File: config.mk
export PLATFORM = sky130hd
export DESIGN_NAME = instr_fetch_decode_flat
export DESIGN_NICKNAME = d
export VERILOG_FILES = /design/src/rtl/instr_fetch_decode_pkg.sv /design/src/rtl/instr_fetch_decode_if.sv /design/src/rtl/instr_fetch_decode_imm_extend.sv /design/src/rtl/instr_fetch_decode.sv /design/src/flat_wrapper.sv
export SDC_FILE = /design/constraint.sdc
export NUM_CORES = 1
export LEC_CHECK = 0
export ABC_AREA = 1
export CORE_MARGIN = 2
export CORE_UTILIZATION = 25
export DETAILED_ROUTE_END_ITERATION = 6
export GPL_TIMING_DRIVEN = 0
export PLACE_DENSITY_LB_ADDON = 0.05
export SYNTH_ARGS = -nofsm -noshare
export SYNTH_HDL_FRONTEND = slang
export SYNTH_SLANG_ARGS = --single-unit
File: constraint.sdc
create_clock -name clk -period 1.19 [get_ports clk]
set_input_delay 0.1785 -clock clk [delete_from_list [all_inputs] [get_ports clk]]
set_output_delay 0.1785 -clock clk [all_outputs]
set_load 0.05 [all_outputs]
File: src/rtl/instr_fetch_decode_pkg.sv
// Shared definitions for the 16-bit multicycle core front end:
// immediate selector encodings, instruction field positions, opcodes
// and the fetch state encoding.
package riscv16_pkg;

    // imm_src encodings driven by the controller
    localparam logic [2:0] IMM_I = 3'd0;
    localparam logic [2:0] IMM_S = 3'd1;
    localparam logic [2:0] IMM_B = 3'd2;
    localparam logic [2:0] IMM_U = 3'd3;
    localparam logic [2:0] IMM_J = 3'd4;

    // Instruction field LSB positions (all register/op fields are 3 bits)
    localparam int OP_LSB  = 0;
    localparam int RD_LSB  = 3;
    localparam int F3_LSB  = 6;
    localparam int RS1_LSB = 9;
    localparam int RS2_LSB = 12;

    // Opcodes, shared with the main controller
    localparam logic [2:0] OPC_RTYPE  = 3'd0;
    localparam logic [2:0] OPC_ITYPE  = 3'd1;
    localparam logic [2:0] OPC_LOAD   = 3'd2;
    localparam logic [2:0] OPC_STORE  = 3'd3;
    localparam logic [2:0] OPC_BRANCH = 3'd4;
    localparam logic [2:0] OPC_LUI    = 3'd5;
    localparam logic [2:0] OPC_JAL    = 3'd6;
    localparam logic [2:0] OPC_JALR   = 3'd7;

    typedef enum logic {
        ST_IDLE = 1'b0,
        ST_WAIT = 1'b1
    } fetch_state_e;

endpackage

File: src/rtl/instr_fetch_decode_if.sv
// Bus between the controller/memory side and the fetch/decode unit.
// master = controller and memory read port, slave = fetch/decode unit.
interface instr_fetch_decode_if #(
    parameter int XLEN = 16,
    parameter int ILEN = 16
);
    logic            ir_write;
    logic [XLEN-1:0] pc_in;
    logic [2:0]      imm_src;
    logic [ILEN-1:0] mem_rdata;
    logic            mem_rvalid;
    logic            fetch_req;
    logic            fetch_busy;
    logic            instr_valid;
    logic [ILEN-1:0] instr;
    logic [XLEN-1:0] old_pc;
    logic [2:0]      op;
    logic [2:0]      rd;
    logic [1:0]      branch_funct;
    logic [2:0]      func3;
    logic [2:0]      rs1;
    logic [2:0]      rs2;
    logic [XLEN-1:0] imm_ext;

    modport master (
        output ir_write, pc_in, imm_src, mem_rdata, mem_rvalid,
        input  fetch_req, fetch_busy, instr_valid, instr, old_pc,
               op, rd, branch_funct, func3, rs1, rs2, imm_ext
    );

    modport slave (
        input  ir_write, pc_in, imm_src, mem_rdata, mem_rvalid,
        output fetch_req, fetch_busy, instr_valid, instr, old_pc,
               op, rd, branch_funct, func3, rs1, rs2, imm_ext
    );
endinterface

File: src/rtl/instr_fetch_decode_imm_extend.sv
// Immediate extraction and extension. Purely combinational so a later
// pipelined core can reuse it in its decode stage.
module imm_extend
    import riscv16_pkg::*;
#(
    parameter int XLEN = 16
) (
    input  logic [15:0]     instr,
    input  logic [2:0]      imm_src,
    output logic [XLEN-1:0] imm_ext
);

    // The opcode bits never contribute to an immediate.
    logic unused_op_bits;
    assign unused_op_bits = ^instr[2:0];

    // Select and extend the immediate format requested by the controller
    always_comb begin
        imm_ext = '0;
        case (imm_src)
            IMM_I:   imm_ext = {{(XLEN-4){instr[15]}}, instr[15:12]};
            IMM_S:   imm_ext = {{(XLEN-4){instr[15]}}, instr[15], instr[5:3]};
            IMM_B:   imm_ext = {{(XLEN-6){instr[15]}}, instr[15:12], instr[5], 1'b0};
            IMM_U:   imm_ext = {instr[15:9], {(XLEN-7){1'b0}}};
            IMM_J:   imm_ext = {{(XLEN-11){instr[15]}}, instr[15:6], 1'b0};
            default: imm_ext = '0;
        endcase
    end

endmodule

File: src/rtl/instr_fetch_decode.sv
// Instruction fetch/decode front end. Captures the instruction word on
// IRWrite, stalling the controller while memory is slow, and holds IR and
// OldPC until the next capture. Decode fields are slices of IR.
module instr_fetch_decode
    import riscv16_pkg::*;
#(
    parameter int              XLEN     = 16,
    parameter int              ILEN     = 16,
    parameter logic [XLEN-1:0] RESET_PC = 16'h0000
) (
    input  logic                 clk,
    input  logic                 rst,
    instr_fetch_decode_if.slave  bus
);

    fetch_state_e    state_q, state_d;
    logic [ILEN-1:0] instr_q, instr_d;
    logic [XLEN-1:0] old_pc_q, old_pc_d;
    logic [XLEN-1:0] pend_pc_q, pend_pc_d;
    logic            valid_q, valid_d;

    // State and capture registers
    always_ff @(posedge clk or negedge rst) begin
        if (!rst) begin
            state_q   <= ST_IDLE;
            instr_q   <= '0;
            old_pc_q  <= RESET_PC;
            pend_pc_q <= '0;
            valid_q   <= 1'b0;
        end else begin
            state_q   <= state_d;
            instr_q   <= instr_d;
            old_pc_q  <= old_pc_d;
            pend_pc_q <= pend_pc_d;
            valid_q   <= valid_d;
        end
    end

    // Next state: zero-wait capture from IDLE, otherwise park the PC and wait.
    // ir_write in WAIT is ignored since the controller is frozen there.
    always_comb begin
        state_d   = state_q;
        instr_d   = instr_q;
        old_pc_d  = old_pc_q;
        pend_pc_d = pend_pc_q;
        valid_d   = valid_q;
        case (state_q)
            ST_IDLE: begin
                if (bus.ir_write) begin
                    if (bus.mem_rvalid) begin
                        instr_d  = bus.mem_rdata;
                        old_pc_d = bus.pc_in;
                        valid_d  = 1'b1;
                    end else begin
                        pend_pc_d = bus.pc_in;
                        state_d   = ST_WAIT;
                    end
                end
            end
            ST_WAIT: begin
                if (bus.mem_rvalid) begin
                    instr_d  = bus.mem_rdata;
                    old_pc_d = pend_pc_q;
                    valid_d  = 1'b1;
                    state_d  = ST_IDLE;
                end
            end
            default: state_d = ST_IDLE;
        endcase
    end

    // Handshake outputs; busy drops in the data-valid cycle so the controller
    // advances on the same edge that captures IR. Both are held low in reset.
    always_comb begin
        bus.fetch_req  = 1'b0;
        bus.fetch_busy = 1'b0;
        if (rst) begin
            case (state_q)
                ST_IDLE: begin
                    bus.fetch_req  = bus.ir_write;
                    bus.fetch_busy = bus.ir_write & ~bus.mem_rvalid;
                end
                ST_WAIT: begin
                    bus.fetch_req  = 1'b1;
                    bus.fetch_busy = ~bus.mem_rvalid;
                end
                default: begin
                    bus.fetch_req  = 1'b0;
                    bus.fetch_busy = 1'b0;
                end
            endcase
        end
    end

    assign bus.instr_valid  = valid_q;
    assign bus.instr        = instr_q;
    assign bus.old_pc       = old_pc_q;
    assign bus.op           = instr_q[OP_LSB  +: 3];
    assign bus.rd           = instr_q[RD_LSB  +: 3];
    // Branch format has no rd, so its funct shares those bits.
    assign bus.branch_funct = instr_q[RD_LSB  +: 2];
    assign bus.func3        = instr_q[F3_LSB  +: 3];
    assign bus.rs1          = instr_q[RS1_LSB +: 3];
    assign bus.rs2          = instr_q[RS2_LSB +: 3];

    imm_extend #(.XLEN(XLEN)) u_imm_extend (
        .instr   (instr_q),
        .imm_src (bus.imm_src),
        .imm_ext (bus.imm_ext)
    );

endmodule

File: src/flat_wrapper.sv
// flat-port wrapper written by rule: the top's interface ports become plain ports
module instr_fetch_decode_flat import riscv16_pkg::*;
#(
    parameter int              XLEN     = 16,
    parameter int              ILEN     = 16,
    parameter logic [XLEN-1:0] RESET_PC = 16'h0000
)
  (clk, rst, bus_ir_write, bus_pc_in, bus_imm_src, bus_mem_rdata, bus_mem_rvalid, bus_fetch_req, bus_fetch_busy, bus_instr_valid, bus_instr, bus_old_pc, bus_op, bus_rd, bus_branch_funct, bus_func3, bus_rs1, bus_rs2, bus_imm_ext);
  instr_fetch_decode_if #(.XLEN(XLEN), .ILEN(ILEN)) bus_i ();
  input  logic clk;
  input  logic rst;
  input wire logic [$bits(bus_i.ir_write)-1:0] bus_ir_write;
  input wire logic [$bits(bus_i.pc_in)-1:0] bus_pc_in;
  input wire logic [$bits(bus_i.imm_src)-1:0] bus_imm_src;
  input wire logic [$bits(bus_i.mem_rdata)-1:0] bus_mem_rdata;
  input wire logic [$bits(bus_i.mem_rvalid)-1:0] bus_mem_rvalid;
  output wire logic [$bits(bus_i.fetch_req)-1:0] bus_fetch_req;
  output wire logic [$bits(bus_i.fetch_busy)-1:0] bus_fetch_busy;
  output wire logic [$bits(bus_i.instr_valid)-1:0] bus_instr_valid;
  output wire logic [$bits(bus_i.instr)-1:0] bus_instr;
  output wire logic [$bits(bus_i.old_pc)-1:0] bus_old_pc;
  output wire logic [$bits(bus_i.op)-1:0] bus_op;
  output wire logic [$bits(bus_i.rd)-1:0] bus_rd;
  output wire logic [$bits(bus_i.branch_funct)-1:0] bus_branch_funct;
  output wire logic [$bits(bus_i.func3)-1:0] bus_func3;
  output wire logic [$bits(bus_i.rs1)-1:0] bus_rs1;
  output wire logic [$bits(bus_i.rs2)-1:0] bus_rs2;
  output wire logic [$bits(bus_i.imm_ext)-1:0] bus_imm_ext;
  assign bus_i.ir_write = bus_ir_write;
  assign bus_i.pc_in = bus_pc_in;
  assign bus_i.imm_src = bus_imm_src;
  assign bus_i.mem_rdata = bus_mem_rdata;
  assign bus_i.mem_rvalid = bus_mem_rvalid;
  assign bus_fetch_req = bus_i.fetch_req;
  assign bus_fetch_busy = bus_i.fetch_busy;
  assign bus_instr_valid = bus_i.instr_valid;
  assign bus_instr = bus_i.instr;
  assign bus_old_pc = bus_i.old_pc;
  assign bus_op = bus_i.op;
  assign bus_rd = bus_i.rd;
  assign bus_branch_funct = bus_i.branch_funct;
  assign bus_func3 = bus_i.func3;
  assign bus_rs1 = bus_i.rs1;
  assign bus_rs2 = bus_i.rs2;
  assign bus_imm_ext = bus_i.imm_ext;
  instr_fetch_decode #(.XLEN(XLEN), .ILEN(ILEN), .RESET_PC(RESET_PC)) u_core (.clk(clk), .rst(rst), .bus(bus_i));
endmodule
After elaboration in Yosys (flattened, before gate mapping)
Index checks and enable logic that the tools add are counted.
Widths: inputs -> output; s select.
{"block": "op_classes", "n_addsub": 0, "mul": 0, "div_mod_pow": 0, "order_cmp": 0, "eq_ne": 7, "shifts": 0, "mux": 18, "n_bitwise": 3, "n_reduce_logical": 3}
{"op": "$mux 16", "count": 5}
{"op": "$pmux 16 s5", "count": 1}
{"op": "$pmux 16 s2", "count": 2}
{"op": "$pmux 1 s2", "count": 4}
{"op": "$eq 3x2->1 const B", "count": 2}
{"op": "$mux 1", "count": 6}
{"op": "$ne 2x2->1 const B", "count": 3}
{"op": "$reduce_and 3->1", "count": 2}
{"op": "$eq 3x1->1 const B", "count": 1}
{"op": "$eq 3x3->1 const B", "count": 1}
{"op": "$logic_not 3->1", "count": 1}
{"op": "$not 1->1", "count": 2}
{"op": "$and 1x1->1", "count": 1}
{"block": "totals", "ff_bits": 50, "latch_bits": 0, "ram_bits": 0, "romBits": 0, "inputBits": 39, "out_inout_bits": 68, "elab_cells": 36, "n_memories": 0}

Depth between registers and ports, before layout
Gate-level depths: netlist of the first run.
{"block": "depth", "ltp_word": 4, "depth_mapped": 6, "mapped_depth_nobuf": 5}

Cells and area by module
From an unflattened synthesis of the first run, not the netlist that was laid out.
{"block": "hier_totals", "cells_unflattened": 349, "area_unflattened_um2": 2671.3}
{"module": "instr_fetch_decode", "n_inst": 1, "cells_each": 288, "area_each_um2": 2333.5, "seq_area_each_um2": 1251.2}
{"module": "imm_extend", "n_inst": 1, "cells_each": 61, "area_each_um2": 337.8, "seq_area_each_um2": 0.0}

Worst setup path after synthesis of the first run
OpenSTA, ideal clock, no wires.
{"block": "synth_path", "path_kind": "reg2out", "from": "register u_core.instr_q[15] (netlist: u_core.bus.instr[15])", "to": "output bus_imm_ext[15]", "t_arrival_ns": 1.908, "slack_ns": -0.896, "stages_incl_launch_ff": 2, "cell_sequence": "dfrtp_1 a21boi_0"}
{"block": "synth_between", "elab_chain_cells": 1}
{"item": "start, declared", "line_no": "instr_fetch_decode.sv:17", "text": "logic [ILEN-1:0] instr_q, instr_d;"}
{"item": "start signal, assigned", "line_no": "instr_fetch_decode.sv:32", "text": "instr_q <= instr_d;"}
{"item": "$pmux 16 s5", "line_no": "instr_fetch_decode_imm_extend.sv:20", "text": "case (imm_src)"}
{"item": "end, declared", "line_no": "flat_wrapper.sv:28", "text": "output wire logic [$bits(bus_i.imm_ext)-1:0] bus_imm_ext;"}
Every way passes these cells.

Worst setup path in the final report of the first run
{"block": "layout_path", "from": "register u_core.instr_q[15] (netlist: u_core.bus.instr[15])", "to": "output bus_imm_ext[5]"}
The elaborated chain is that of the path after synthesis.

==> flow_summary.ini, run 1 <==
[critical_path]
critical_path_class = flip-flop to output port
critPathMaxFanout = 5
critical_path.cell_chain = buf_12 -> nand2_8 -> nand3_4 -> buf_8
critPathArrivalTime_ns = 1.38
required_ns = 1.01
worst_path_max_delay_cell = dfrtp_4
endpoint_kind = output port
slowest_delay_ns = 0.55
start_kind = flip-flop

[sta]
tightestPinTransition_ns = 1.036
fin_setup_tns_ns = -11.71
rsz0062_at_grt = yes
fmax_ghz = 0.6419
fin_crit_ns = 1.558
holdWs_ns = 0.1609
worst_slew_margin_rel_pct = 30.82
worst_slack_ns = -0.3679
period_share_pct = 130.9
setup_viol = 82
final.setup_skew_ns = 0.003523
hold_viol_final = 0
drv_slew = 0

[clock_network]
numCtsBuffers = 5
cts.sinks = 50
cts-root-buf = clkbuf_8
cts_tree = yes
htreeDepth = 2
clk_latency_ns = 0.30
clockBufferDepth = 2
cts.clk_slew.worst_paths_ns = 0.10

[detailed_routing]
first_iter_violations = 69
drc = 0
num_vias = 2749
dr.pass1.iters = 4
wl_per_cell_um = 14.27
avgViaCountPerCell = 4.370
finalWirelength_mm = 8.976
ant_nets = 0

[power]
leakage_nw = 2.575
pwr_density_cell_nw_per_um2 = 1289
ir_drop_v = 0.0005839

[die]
core_area_um2 = 9819
dieWidth_um = 104.9
io_pins = 107
initial_core_util_pct = 25.94
die_h_um = 104.9
row_count = 36
die-area_um2 = 11010

[synth]
syn_nets = 365
syn_avg_cell_area_um2 = 7.814
yosys.cell_types.count = 21
ys_warn_count = 0
netlist_area_um2 = 2547
syn-instance-count = 326
ys_seq_elements = 50
yosysSeqAreaShare_pct = 49.12

[status]
status = finished with violations
violations = negative setup slack

[layout]
finalNetCount = 534
postLayoutCoreUtil_pct = 53.45
final_common_cell = nand2_2
layout_common_cells = nand2_2 (69), nand2_1 (64), buf_6 (61)
layout-drive-gt1-share_pct = 59.27
area_delta_synth_final_pct = 106.0
nFillCells = 984
antennaDiodeCount = 0

[job]
maxCapViolCount = 0

[grt]
grt_max_degree = 29
grt_pass1_wl_mm = 14.18
grt-ovfl-total = 0
antenna_found_initial = 0
grt_pass1_vias = 2580
grtUsageTotal_pct = 16.08

[placement]
hpwl_mm = 5.810
io_buffers = 106
gp_congestion = 0.7493

[min_path]
hold_class = primary input to asynchronous set/reset pin
[worst max-delay path: cells and delay by family (launching register included)]
kind                   cells  cell delay (ns)
buffers and inverters      2             0.33
and+or+nand+nor            2             0.19
DFF                        1             0.55
[sequential cells by signal (all words and copies together) (netlist names)]
| register | cells |
|---|---|
| u_core.bus.instr | 16 |
| u_core.bus.old_pc | 16 |
| u_core.pend_pc_q | 16 |
| u_core.bus.instr_valid | 1 |
| u_core.state_q | 1 |
[stage by stage]
stage / total power, mW / area [um^2] / setup WS, ns / instances
2_1_floorplan: 3.852 / 2738 / -0.3808 / 326
3_3_place_gp: 4.787 / 3965 / -3.047 / 565
3_5_place_dp: 4.816 / 3980 / -1.358 / 566
4_1_cts: 6.444 / 4718 / -0.3657 / 611
5_1_grt: 7.088 / 5249 / -0.4316 / 629
6_report: 6.768 / 5249 / -0.3679 / 629
[final timing paths]
| check | to | slack, ns | cells after the start | from |
|---|---|---|---|---|
| worst max-delay path | bus_imm_ext[5] | -0.37 | 4 | u_core.bus.instr[15]$_DFFE_PN0P_ |
| worst min register to register | u_core.bus.instr_valid$_DFFE_PN0N_ | 0.48 | 1 | u_core.bus.instr_valid$_DFFE_PN0N_ |
| worst min-delay path | u_core.bus.instr[0]$_DFFE_PN0P_ | 0.16 | 2 | rst |
| min in group clk | u_core.bus.instr[14]$_DFFE_PN0P_ | 0.42 | 3 | bus_mem_rdata[14] |
| worst max register to register | u_core.bus.instr[12]$_DFFE_PN0P_ | -0.16 | 7 | u_core.state_q$_DFF_PN0_ |
| max in group asynchronous | u_core.bus.instr[14]$_DFFE_PN0P_ | 0.33 | 2 | rst |
[timing repair]
action / CTS / global route
gates resized for setup: 550 / 113
setup endpoints to repair: 113 / 109
gates cloned: 7 / 3
pin swaps: 12 / 32
hold buffers: 3 / 0
endpoints found under the hold margin: 22 / 0
buffers inserted: 31 / 18
[synth_stat cells]
cell / count / share of area [%]
a21boi_0: 1 / 0.29
buf_2: 7 / 1.4
buf_4: 21 / 6.2
buf_6: 5 / 2.2
dfrtp_1: 50 / 49
inv_1: 20 / 2.9
inv_2: 2 / 0.29
nand2_1: 142 / 21
nand2_2: 1 / 0.25
nand3_1: 19 / 3.7
nand3_2: 1 / 0.39
nand4_1: 11 / 2.7
nor2_1: 7 / 1.0
nor2_2: 1 / 0.25
nor2_4: 1 / 0.44
nor3_1: 1 / 0.20
o211ai_1: 1 / 0.29
o21ai_0: 17 / 3.3
o21ai_1: 16 / 3.1
o21ai_4: 1 / 0.64
or2_1: 1 / 0.25
[metal layers]
layer | global-route usage (%) | vias to the layer above | routed length, um
met3 | 2.495 | 2 | 357
li1 | - | 1369 | -
met4 | 2.571 | 0 | 35
met5 | 0 | - | 0
met2 | 27.23 | 69 | 4598
met1 | 22.03 | 1309 | 3984
[report_power, final]
part,leakage [nW],switching [mW],internal [mW]
Combinational,1.92,1.94,1.41
Sequential,0.603,0.240,1.96
Clock,0.0514,0.595,0.629
[cell families (layout without fill, tap and decap cells)]
logic type | after synthesis | count (layout) | synth area share, %
AND/OR/NAND/NOR | 185 | 186 | 30.16
flip-flops | 50 | 50 | 49.12
buffers and inverters | 55 | 224 | 13.02
AO/OA/AOI/OAI | 36 | 36 | 7.712
[area by class of cell]
class | instances | area (um^2) | share of cell area (%)
Buffer | 27 | 322.8 | 6.150
Timing Repair Buffer | 166 | 1783 | 33.97
Multi-Input combinational cell | 222 | 1493 | 28.44
Inverter | 22 | 92.59 | 1.764
Tap cell | 133 | 166.4 | 3.170
Timing Repair inverter | 1 | 11.26 | 0.2145
Clock buffer | 6 | 72.57 | 1.383
Sequential cell | 50 | 1270 | 24.20
Clock inverter | 2 | 37.54 | 0.7151
Note: power is estimated with default switching activity, not from simulation.
==> run 2, diff against run 1 <==
ABC_CLOCK_PERIOD_IN_PS = 1190   (was not set)
==> results of run 2 <==
No change in the layout: final DEF, timing and power equal those of run 1.
==> run 3, diff against run 2 <==
GPL_TIMING_DRIVEN = not set   (was 0)
==> flow_summary.ini, run 3 (same netlist as run 1, synthesis figures left out) <==
[min_path]
hold_class = primary input to flip-flop
min-delay-start = bus_mem_rvalid

[sta]
drv_slew = 0
hold_viol_final = 0
fin_setup_tns_ns = -7.324
fmax_ghz = 0.6358
worst_slew_margin_rel_pct = 77.83
worst_slack_ns = -0.3828
fin_crit_ns = 1.573
tightestPinTransition_ns = 0.3325
setup_viol = 66
rsz0062_at_grt = yes
final.setup_skew_ns = 0.009973
period_share_pct = 132.2

[clock_network]
clk_latency_ns = 0.31
numCtsBuffers = 5
clockBufferDepth = 2
cts.sinks = 50
cts_tree = yes
cts.clk_slew.worst_paths_ns = 0.10
htreeDepth = 2
cts-root-buf = clkbuf_8

[critical_path]
crit_path_end = bus_imm_ext[6]
critPathMaxFanout = 6
start_kind = flip-flop
endpoint_kind = output port
critPathArrivalTime_ns = 1.39
reg2reg_depth = 6
worst_path_max_delay_cell = dfrtp_4
reg2reg_to = u_core.bus.instr[3]$_DFFE_PN0P_
critPathMostFrequentCell = buf_12
r2r-start = u_core.state_q$_DFF_PN0_
cp-startpoint = u_core.bus.instr[15]$_DFFE_PN0P_
slowest_delay_ns = 0.56
critical_path.cell_chain = buf_12 -> nand2_8 -> nand3_2 -> buf_12
critical_path_class = flip-flop to output port
required_ns = 1.01
reg2reg_slack_ns = -0.07

[grt]
grt_max_degree = 51
grt_pass1_vias = 2504
grt_pass1_wl_mm = 13.18
grt-ovfl-total = 0
antenna_found_initial = 0
grtUsageTotal_pct = 14.90

[layout]
layout_common_cells = nand2_1 (121), buf_12 (72), dfrtp_1 (37)
area_delta_synth_final_pct = 105.8
final_cells = 594
layout-drive-gt1-share_pct = 42.73
final_common_cell = nand2_1
stdcell_area_um2 = 5243
antennaDiodeCount = 0
finalNetCount = 499

[die]
initial_core_util_pct = 25.94
row_count = 36
die_h_um = 104.9
core_area_um2 = 9819
dieWidth_um = 104.9
io_pins = 107
die-area_um2 = 11010

[placement]
place_ws_ns = -0.5980
io_buffers = 106
place_area_um2 = 4713
gp_congestion = 0.7692
hpwl_mm = 6.006
dp_cells = 569

[status]
violations = negative setup slack
status = finished with violations

[power]
pwr_density_cell_nw_per_um2 = 1310
leakage_nw = 2.495
ir_drop_v = 0.0007268

[job]
maxCapViolCount = 0

[detailed_routing]
drc = 0
dr.pass1.iters = 4
first_iter_violations = 71
finalWirelength_mm = 8.173
wl_per_cell_um = 13.76
ant_nets = 0
avgViaCountPerCell = 4.364
num_vias = 2592
[run 3: cell count changes in the layout (fill, tap and decap cells not counted), moves of 5 or more]
| cell | previous run | this run |
|---|---|---|
| o21ai_2 | 9 | 1 |
| nand2_2 | 69 | 19 |
| buf_4 | 32 | 21 |
| buf_12 | 4 | 72 |
| o21ai_0 | 5 | 15 |
| buf_6 | 61 | 22 |
| nand2_1 | 64 | 121 |
| buf_8 | 31 | 2 |
| buf_2 | 17 | 2 |
| nand2_4 | 7 | 2 |
[run 3: metrics by stage]
stage          power, mW  util [%]  hold slack [ns]
3_5_place_dp       5.623     48.00           0.2380
3_3_place_gp       5.600     48.00           0.2455
6_report           6.869     53.39           0.3831
4_1_cts            6.890     51.87           0.3322
5_1_grt            7.204     53.39           0.3965
2_1_floorplan      3.852         -          -0.1171
[run 3: per-layer routing]
| metal | global-route usage, % | vias to the layer above | part of all wire (%) |
|---|---|---|---|
| met3 | 3.182 | 4 | 5.4 |
| met4 | 3.714 | 0 | 0.59 |
| li1 | - | 1286 | - |
| met2 | 25.97 | 94 | 50 |
| met1 | 18.73 | 1208 | 44 |
| met5 | 0 | - | 0 |
[run 3: power by group]
part | leakage (nW) | switching, mW | internal [mW]
Sequential | 0.603 | 0.275 | 1.96
Clock | 0.0478 | 0.591 | 0.480
Combinational | 1.84 | 1.83 | 1.73
Total | 2.49 | 2.70 | 4.17
[run 3: area by class of cell]
type                            count  area (um^2)
Clock buffer                        6        82.58
Clock inverter                      2        16.27
Fill cell                         953         4577
Inverter                           22        90.09
Multi-Input combinational cell    222         1262
Sequential cell                    50         1270
Tap cell                          133        166.4
Timing Repair Buffer              159         2355
[run 3: worst max-delay path: cells and delay by family (launching register included)]
kind / cells / cell delay, ns
buffers and inverters: 2 / 0.33
DFF: 1 / 0.56
and+or+nand+nor: 2 / 0.18
[run 3: worst min-delay path by stage]
stage / end / cells past startpoint / slack (ns)
floorplan: u_core.bus.instr[0]$_DFFE_PN0P_ / 0 / -0.12
global placement: u_core.bus.instr[0]$_DFFE_PN0P_ / 2 / 0.25
detailed placement: u_core.bus.instr[0]$_DFFE_PN0P_ / 2 / 0.24
CTS: u_core.state_q$_DFF_PN0_ / 2 / 0.33
global route: u_core.bus.instr[0]$_DFFE_PN0P_ / 3 / 0.40
finish: u_core.state_q$_DFF_PN0_ / 2 / 0.38
[run 3: repair_timing]
action / in CTS / in global routing
gates cloned: 2 / 3
hold endpoints to repair: 50 / 0
setup buffers: 9 / 8
hold buffers: 1 / 0
pin swaps: 17 / 6
setup endpoints to repair: 48 / 92
gates resized for setup: 65 / 20
